`src/rtl/aes_pkg.sv`:
```
// AES key-schedule types and constants: key-length encoding, FSM states, Rcon and S-box tables.
// Pure declarations: no latency, no flow control.
package aes_pkg;

    typedef enum logic [1:0] {
        KL_128 = 2'd0,
        KL_192 = 2'd1,
        KL_256 = 2'd2,
        KL_BAD = 2'd3
    } key_len_e;

    typedef enum logic {
        IDLE = 1'b0,
        GEN  = 1'b1
    } sched_state_e;

    localparam logic [0:9][7:0] RCON = {
        8'h01, 8'h02, 8'h04, 8'h08, 8'h10, 8'h20, 8'h40, 8'h80, 8'h1b, 8'h36
    };

    localparam logic [0:255][7:0] SBOX = {
        128'h637c777bf26b6fc53001672bfed7ab76,
        128'hca82c97dfa5947f0add4a2af9ca472c0,
        128'hb7fd9326363ff7cc34a5e5f171d83115,
        128'h04c723c31896059a071280e2eb27b275,
        128'h09832c1a1b6e5aa0523bd6b329e32f84,
        128'h53d100ed20fcb15b6acbbe394a4c58cf,
        128'hd0efaafb434d338545f9027f503c9fa8,
        128'h51a3408f929d38f5bcb6da2110fff3d2,
        128'hcd0c13ec5f974417c4a77e3d645d1973,
        128'h60814fdc222a908846eeb814de5e0bdb,
        128'he0323a0a4906245cc2d3ac629195e479,
        128'he7c8376d8dd54ea96c56f4ea657aae08,
        128'hba78252e1ca6b4c6e8dd741f4bbd8b8a,
        128'h703eb5664803f60e613557b986c11d9e,
        128'he1f8981169d98e949b1e87e9ce5528df,
        128'h8ca1890dbfe6426841992d0fb054bb16
    };

    function automatic logic [3:0] nk_of(input logic [1:0] kl);
        case (key_len_e'(kl))
            KL_128:  return 4'd4;
            KL_192:  return 4'd6;
            KL_256:  return 4'd8;
            default: return 4'd0;
        endcase
    endfunction

    function automatic logic [3:0] nr_of(input logic [1:0] kl);
        case (key_len_e'(kl))
            KL_128:  return 4'd10;
            KL_192:  return 4'd12;
            KL_256:  return 4'd14;
            default: return 4'd0;
        endcase
    endfunction

endpackage

```
`src/rtl/aes_sbox.sv`:
```
// Forward AES S-box, one byte. Latency: combinational.
// Backpressure: none.
module aes_sbox
    import aes_pkg::*;
(
    input  logic [7:0] a,
    output logic [7:0] y
);

    assign y = SBOX[a];

endmodule

```
`src/rtl/aes_key_sched.sv`:
```
// Iterative AES-128/192/256 key expansion, one word per clock, with a registered round-key read port.
// Latency: 4*(Nr+1)-Nk cycles per schedule, 1-cycle reads; start outside IDLE is dropped, no backpressure.
module aes_key_sched
    import aes_pkg::*;
#(
    parameter int MAX_NK = 8,
    parameter int MAX_NR = MAX_NK + 6
) (
    input  logic                  clk,
    input  logic                  rst_n,
    input  logic                  start,
    input  logic [1:0]            key_len,
    input  logic [32*MAX_NK-1:0]  key,
    output logic                  busy,
    output logic                  done,
    output logic                  err,
    output logic                  keys_valid,
    output logic [3:0]            nr,
    input  logic [3:0]            rk_idx,
    output logic [127:0]          rk
);

    localparam int NW = 4 * (MAX_NR + 1);
    localparam int IW = $clog2(NW);

    sched_state_e    state, state_d;
    logic [31:0]     w [NW];
    logic [IW-1:0]   i_q;
    logic [3:0]      nk_q, imod_q, rcon_q;
    logic            legal, accept, reject, last, rot;
    logic [IW-1:0]   last_i, rbase;
    logic [31:0]     prev_w, old_w, sub_in, sub_out, temp, new_w;

    assign legal  = (nk_of(key_len) != 4'd0) && (nk_of(key_len) <= 4'(MAX_NK));
    assign accept = (state == IDLE) && start && legal;
    assign reject = (state == IDLE) && start && !legal;
    assign last_i = IW'({2'b00, nr, 2'b00} + 8'd3);
    assign last   = (state == GEN) && (i_q == last_i);

    // Generation taps: previous word and the word one key-length back.
    assign prev_w = w[i_q - IW'(1)];
    assign old_w  = w[i_q - IW'(nk_q)];
    assign rot    = (imod_q == 4'd0);
    assign sub_in = rot ? {prev_w[23:0], prev_w[31:24]} : prev_w;

    for (genvar g = 0; g < 4; g++) begin : g_subword
        aes_sbox u_sbox (
            .a (sub_in[8*g +: 8]),
            .y (sub_out[8*g +: 8])
        );
    end

    always_comb begin
        temp = prev_w;
        if (rot)
            temp = sub_out ^ {RCON[rcon_q], 24'h0};
        else if (nk_q == 4'd8 && imod_q == 4'd4)
            temp = sub_out;
    end

    assign new_w = old_w ^ temp;

    always_ff @(posedge clk or negedge rst_n) begin
        if (!rst_n) state <= IDLE;
        else        state <= state_d;
    end

    always_comb begin
        state_d = state;
        case (state)
            IDLE:    if (accept) state_d = GEN;
            GEN:     if (last)   state_d = IDLE;
            default: state_d = IDLE;
        endcase
    end

    always_comb begin
        busy = (state == GEN);
    end

    always_ff @(posedge clk or negedge rst_n) begin
        if (!rst_n) begin
            nk_q       <= 4'd4;
            nr         <= 4'd10;
            i_q        <= '0;
            imod_q     <= '0;
            rcon_q     <= '0;
            done       <= 1'b0;
            err        <= 1'b0;
            keys_valid <= 1'b0;
        end else begin
            done <= last;
            err  <= reject;
            if (accept) begin
                nk_q       <= nk_of(key_len);
                nr         <= nr_of(key_len);
                i_q        <= IW'(nk_of(key_len));
                imod_q     <= '0;
                rcon_q     <= '0;
                keys_valid <= 1'b0;
            end else if (state == GEN) begin
                i_q    <= i_q + IW'(1);
                imod_q <= (imod_q == nk_q - 4'd1) ? 4'd0 : imod_q + 4'd1;
                if (rot)  rcon_q     <= rcon_q + 4'd1;
                if (last) keys_valid <= 1'b1;
            end
        end
    end

    // Word store is deliberately unreset; keys_valid qualifies its contents.
    always_ff @(posedge clk) begin
        if (accept) begin
            for (int j = 0; j < MAX_NK; j++)
                if (4'(j) < nk_of(key_len))
                    w[j] <= key[32*(MAX_NK-j)-1 -: 32];
        end else if (state == GEN) begin
            w[i_q] <= new_w;
        end
    end

    assign rbase = IW'({rk_idx, 2'b00});

    always_ff @(posedge clk or negedge rst_n) begin
        if (!rst_n)
            rk <= '0;
        else if (rk_idx > nr)
            rk <= '0;
        else
            rk <= {w[rbase], w[rbase + IW'(1)], w[rbase + IW'(2)], w[rbase + IW'(3)]};
    end

endmodule

```
`config.mk`:
```
export PLATFORM = sky130hd
export DESIGN_NAME = aes_key_sched
export DESIGN_NICKNAME = d
export VERILOG_FILES = /design/src/rtl/aes_pkg.sv /design/src/rtl/aes_sbox.sv /design/src/rtl/aes_key_sched.sv
export SDC_FILE = /design/constraint.sdc
export NUM_CORES = 2
export LEC_CHECK = 0
export CAP_MARGIN = 30
export CORE_UTILIZATION = 25
export CTS_CLUSTER_DIAMETER = 120
export CTS_CLUSTER_SIZE = 30
export DETAILED_ROUTE_END_ITERATION = 8
export SETUP_SLACK_MARGIN = 0.1
export SKIP_CTS_REPAIR_TIMING = 1
export SLEW_MARGIN = 20
export SYNTH_ARGS = -nofsm -noshare
export SYNTH_HDL_FRONTEND = slang
export SYNTH_SLANG_ARGS = --single-unit
export TNS_END_PERCENT = 10
```
`constraint.sdc`:
```
create_clock -name clk -period 15.3 [get_ports clk]
set_clock_uncertainty 0.2 [all_clocks]
set_input_delay 3.06 -clock clk [delete_from_list [all_inputs] [get_ports clk]]
set_output_delay 3.06 -clock clk [all_outputs]
set_load 0.05 [all_outputs]
```
# ---- After elaboration in Yosys (flattened, before gate mapping)
# Memories as Yosys holds them, arrays and structs flattened.
# Index checks and enable logic that the tools add are counted.
dict set report classes {
  muxes 61
  bitwise 8
  order_cmp 15
  n_eq_ne 6
  reduce_logical 16
  addsub 10
}
# op n
set ops {}
lappend ops {{two-way mux 128 bit} 1}
lappend ops {{two-way mux 32 bit} 4}
lappend ops {{two-way mux 8 bit} 10}
lappend ops {{XOR 32 bit} 2}
lappend ops {{>= comparator 9 bit (second input constant)} 4}
lappend ops {{NOT 8 -> 9 bit} 4}
lappend ops {{two-way mux 1 bit} 33}
lappend ops {{OR reduction 32 bit} 1}
lappend ops {{two-way mux 4 bit} 7}
lappend ops {{case mux 4 bit (3 select lines)} 2}
lappend ops {{adder 6 x 2 -> 6 bit (second input constant)} 3}
lappend ops {{two-way mux 6 bit} 3}
lappend ops {{less-than comparator 3 x 4 -> 1 bit (first input constant)} 4}
lappend ops {{adder 6 x 1 -> 6 bit (second input constant)} 2}
lappend ops {{adder 4 x 1 -> 4 bit (second input constant)} 2}
lappend ops {{less-than comparator 1 x 4 -> 1 bit (first input constant)} 2}
lappend ops {{less-than comparator 2 x 4 -> 1 bit (first input constant)} 2}
lappend ops {{equality test 6 bit} 1}
lappend ops {{logical AND 1 bit} 6}
lappend ops {{nonzero test 2 bit} 3}
lappend ops {{subtractor 6 x 1 -> 6 bit (second input constant)} 1}
lappend ops {{subtractor 6 x 4 -> 6 bit} 1}
lappend ops {{>= comparator 5 bit (second input constant)} 1}
lappend ops {{NOT 4 -> 5 bit} 1}
lappend ops {{15 further kinds} 16}
dict set report totals {
  ramBits 1920
  in_bits 265
  rom_bits 8320
  register_bits 154
  n_memories 6
  elab_cells 132
  output_inout_bits 136
}
# memory words word_bits read_ports rd_clocked_by_memory_dff wr line
set memory_table {}
lappend memory_table {{(no name shown)} 256 8 1 0 0 aes_sbox.sv:10} ;# assign y = SBOX[a];
lappend memory_table {{(no name shown)} 256 8 1 0 0 aes_sbox.sv:10}
lappend memory_table {{(no name shown)} 256 8 1 0 0 aes_sbox.sv:10}
lappend memory_table {{(no name shown)} 256 8 1 0 0 aes_sbox.sv:10}
lappend memory_table {w 60 32 6 0 8 aes_key_sched.sv:27} ;# logic [31:0] w [NW];
lappend memory_table {{(no name shown)} 16 8 1 0 0 aes_key_sched.sv:56} ;# temp = sub_out ^ {RCON[rcon_q], 24'h0};

# ---- Longest topological paths before layout
dict set report depth {
  depth_word 11
  ltp_mapped 34
  ltp_nobuf 20
}

# ---- Hierarchy
# From an unflattened synthesis, not the netlist that was laid out.
dict set report hier_totals {
  cells_unflattened 8316
  hier_area_um2 132265.6
}
# module cells_per_inst area_per_inst_um2 seq_area_each_um2 instances
set by_module_without_submodules {}
lappend by_module_without_submodules {aes_key_sched 6288 119548.4 65306.4 1}
lappend by_module_without_submodules {aes_sbox 507 3179.3 0.0 4}

# ---- Worst setup path before layout
# OpenSTA, ideal clock, no wires.
dict set report synth_path {
  path_kind {reg-to-reg}
  startpoint {reg i_q[0]}
  endpoint {mem w[10][6] (data pin)}
  required_ns 14.606
  path_buffers 12
  arrival_time_ns 7.683
  setup_ns 0.494
  path_stages_with_launch 30
  setup_slack_ns 6.923
  synth_period_minus_slack_ns 8.377
  path_cell_list {dfrtp_1 > buf_6 > buf_12 > buf_6 > clkinv_1 > buf_1 > ha_1 > buf_4 > buf_2 > buf_2 > mux4_2 > a2111oi_0 > a221oi_1 > a32o_1 > mux2_2 > buf_6 > clkbuf_1 > ha_1 > clkbuf_1 > a21oi_1 > a211oi_1 > a21oi_1 > o221a_2 > a32o_1 > a211oi_1 > or3_1 > clkbuf_1 > buf_2 > a21oi_1 > xor2_1}
}
# item line
set synth_lines {}
lappend synth_lines {{from (decl)} aes_key_sched.sv:28} ;# logic [IW-1:0] i_q;
lappend synth_lines {{from (signal assigned)} aes_key_sched.sv:97} ;# i_q <= IW'(nk_of(key_len));
lappend synth_lines {{from (signal assigned)} aes_key_sched.sv:102} ;# i_q <= i_q + IW'(1);
lappend synth_lines {{to (decl)} aes_key_sched.sv:27}

==> flow_metrics.env <==
export IMPL_status="complete, no violations"
export IMPL_start_util_pct=25.1
export IMPL_synth_cell_type_count=130
export IMPL_cts_made_buffers=95
export IMPL_first_global_vias=93754
export IMPL_row_count=269
export IMPL_cts_max_level=3
export IMPL_timing_setup_tns_ns=0
export IMPL_drt_iter0_drc=17548
export IMPL_setup_violations=0
export IMPL_synth_fp_nets=8976
export IMPL_reg2reg_setup_slack_ns=4.85
export IMPL_fp_dieArea_um2=543000
export IMPL_dr_pass1_iters=8
export IMPL_die_y_um=737
export IMPL_clock_latency_ns=0.98
export IMPL_worstReg2RegEnd="w[0][2]$_DFFE_PP_"
export IMPL_max_freq_ghz=0.0957
export IMPL_period_share_pct=68.3
export IMPL_layout_drive_gt1_share_pct=31.5
export IMPL_clkTransAtPathRegs_ns=0.13
export IMPL_ant_nets=0
export IMPL_whs_path_depth=1
export IMPL_crit_path_end_kind="flip-flop"
export IMPL_grt_max_degree=123
export IMPL_worst_slack_ns=4.85
export IMPL_synth_warnings=0
export IMPL_critical_path_peak_fanout=91
export IMPL_pre_cts_slack_ns=5.01
export IMPL_finalHoldViolations=0
export IMPL_detail_route_wl_per_cell_um=40.5
export IMPL_arrival_ns=10.98
export IMPL_coreArea_um2=537000
export IMPL_final_nets=9031
export IMPL_die_x_um=737
export IMPL_viasPerCell=6.23
export IMPL_synth_edf_count=2048
export IMPL_cts_tree="built"
export IMPL_vias=99476
export IMPL_io_pins=401
export IMPL_holdPathEnd="keys_valid$_DFFE_PN0P_"
export IMPL_wl_um=647000
export IMPL_fillers=53769
export IMPL_ys_seq_area_share_pct=48.4
export IMPL_root_buffer="clkbuf_16"
export IMPL_async_flop_share_pct=6.91
export IMPL_layout_common_cells="edfxtp_1, mux4_2, nand2_1"
export IMPL_grt_overflow=0
export IMPL_rsz0062_at_grt="false"
export IMPL_grt_util_all_layers_pct=23.0
export IMPL_avgSynthCellArea_um2=15.6
export IMPL_layout_min_cycle_time_ns=10.45
export IMPL_worstPathRequired_ns=15.83
export IMPL_drcViolationCount=0
export IMPL_synthesis_area_um2=135000
export IMPL_relSlewSlack_pct=19.3
export IMPL_ys_flop_type="edfxtp_1"
export IMPL_max_cap_viol_count=0
export IMPL_grt_pass1_wl_um=863000
export IMPL_hold_path_class="flip-flop to flip-flop"
export IMPL_worstHoldStart="keys_valid$_DFFE_PN0P_"
export IMPL_final_common_cell="edfxtp_1"
export IMPL_area_growth_pct=12.0
export IMPL_syn_inst=8633
export IMPL_worstSetupPathType="flip-flop to flip-flop"
export IMPL_final_max_slew_viol_count=0
export IMPL_gp_congestion=1.05
export IMPL_cts_sinks=2200
export IMPL_startpoint_type="flip-flop"
export IMPL_port_buffers=399
export IMPL_antenna_found_initial=59
export IMPL_ys_ff_latch=2200
export IMPL_tightest_slew_ns=1.21
export IMPL_dpl_hpwl_um=438000
export IMPL_worstRegToRegCells=23
export IMPL_max_clock_path_buffers=4
export IMPL_rr_startpoint="i_q[0]$_DFFE_PN0P_"
export IMPL_whs_ns=0.314
layer usage:
layer,track usage (%),share of wire [%],routed length [um],up-vias
met2,33.4,42,274000,9200
li1,-,-,-,36506
met1,28.6,36,230000,51990
met5,0.847,0.15,961,-
met4,15.0,8.1,52600,50
met3,8.33,14,89000,1730
how the worst max path moves through the flow:
stage,slack [ns],startpoint,cells past startpoint,endpoint
6_report,4.85,i_q[0]$_DFFE_PN0P_,23,w[0][2]$_DFFE_PP_
5_1_grt,4.54,i_q[0]$_DFFE_PN0P_,20,w[17][24]$_DFFE_PP_
4_1_cts,4.97,i_q[0]$_DFFE_PN0P_,20,w[17][24]$_DFFE_PP_
3_5_place_dp,5.01,i_q[0]$_DFFE_PN0P_,20,w[41][24]$_DFFE_PP_
3_3_place_gp,5.09,i_q[0]$_DFFE_PN0P_,20,w[14][24]$_DFFE_PP_
2_1_floorplan,6.92,i_q[0]$_DFFE_PN0P_,29,w[10][6]$_DFFE_PP_
metrics by stage:
stage / cell area (um^2) / utilization, % / std cells
finish: 151000 / 28.1 / 15969
global route: 151000 / 28.1 / 15934
CTS: 151000 / 28.1 / 15922
detailed placement: 148000 / 27.6 / 15764
global placement: 148000 / 27.5 / 15751
floorplan: 135000 / - / 8633
worst max-delay path, stage by stage (launching register included):
cell and delay, ns:
dfrtp_4 0.65, inv_2 0.09, buf_4 0.50, ha_4 0.50, buf_12 0.42, buf_4 0.77
mux4_2 0.64, mux2_2 0.30, o31ai_1 0.66, o31ai_1 0.15, buf_2 0.22, mux2i_4 0.14
buf_4 0.48, inv_2 0.45, buf_4 0.39, nor2_1 0.14, buf_4 0.22, a221oi_1 0.12
a2111oi_0 0.91, or4_1 0.39, a2bb2oi_2 0.57, xnor2_4 0.17, buf_4 0.53, mux2_2 0.29
cell families (layout without fill, tap and decap cells):
| family | after synthesis | in the layout | share of synthesized area (%) |
|---|---|---|---|
| multiplexers | 2203 | 2203 | 33.3 |
| flip-flops | 2200 | 2200 | 48.4 |
| AND/OR/NAND/NOR | 1675 | 1675 | 5.89 |
| AO/OA/AOI/OAI | 1451 | 1451 | 7.54 |
| buffers and inverters | 950 | 1066 | 3.53 |
| adder cells (fa/ha/maj) | 78 | 78 | 0.729 |
| XOR/XNOR | 75 | 75 | 0.612 |
| other | 1 | 40 | 0.00278 |
flip-flops by register name, summed over array words and instances (netlist names):
register / cells
busy: 1
done: 1
err: 1
i_q: 6
imod_q: 4
keys_valid: 1
nk_q: 3
nr: 3
rcon_q: 4
rk: 128
w: 2048
synthesized netlist by cell type (104+ instances only):
library cell / n / area (um^2)
nand3_1: 217 / 1090
dfrtp_1: 149 / 3730
nand2_1: 599 / 2250
mux2i_1: 241 / 2410
buf_2: 245 / 1230
nor2b_1: 140 / 876
a21oi_1: 282 / 1410
o21ai_0: 258 / 1290
a211oi_1: 104 / 781
mux4_2: 1807 / 40700
nor2_1: 343 / 1290
o211ai_1: 110 / 826
mux2_2: 142 / 1600
edfxtp_1: 2048 / 61500
clkbuf_1: 370 / 1390
cell type report:
class | instances | area, um^2 | share of cell area [%]
clock buffer | 134 | 2540 | 1.68
multi-input combinational | 5483 | 66000 | 43.6
tap | 7181 | 8980 | 5.94
timing repair buffer | 809 | 7530 | 4.98
inverter | 99 | 372 | 0.246
clock inverter | 24 | 353 | 0.233
antenna | 39 | 97.6 | 0.0646
sequential | 2200 | 65300 | 43.2
Power is not shown: default switching activity piles up to over one toggle a cycle in this logic, so the estimate is an artifact.
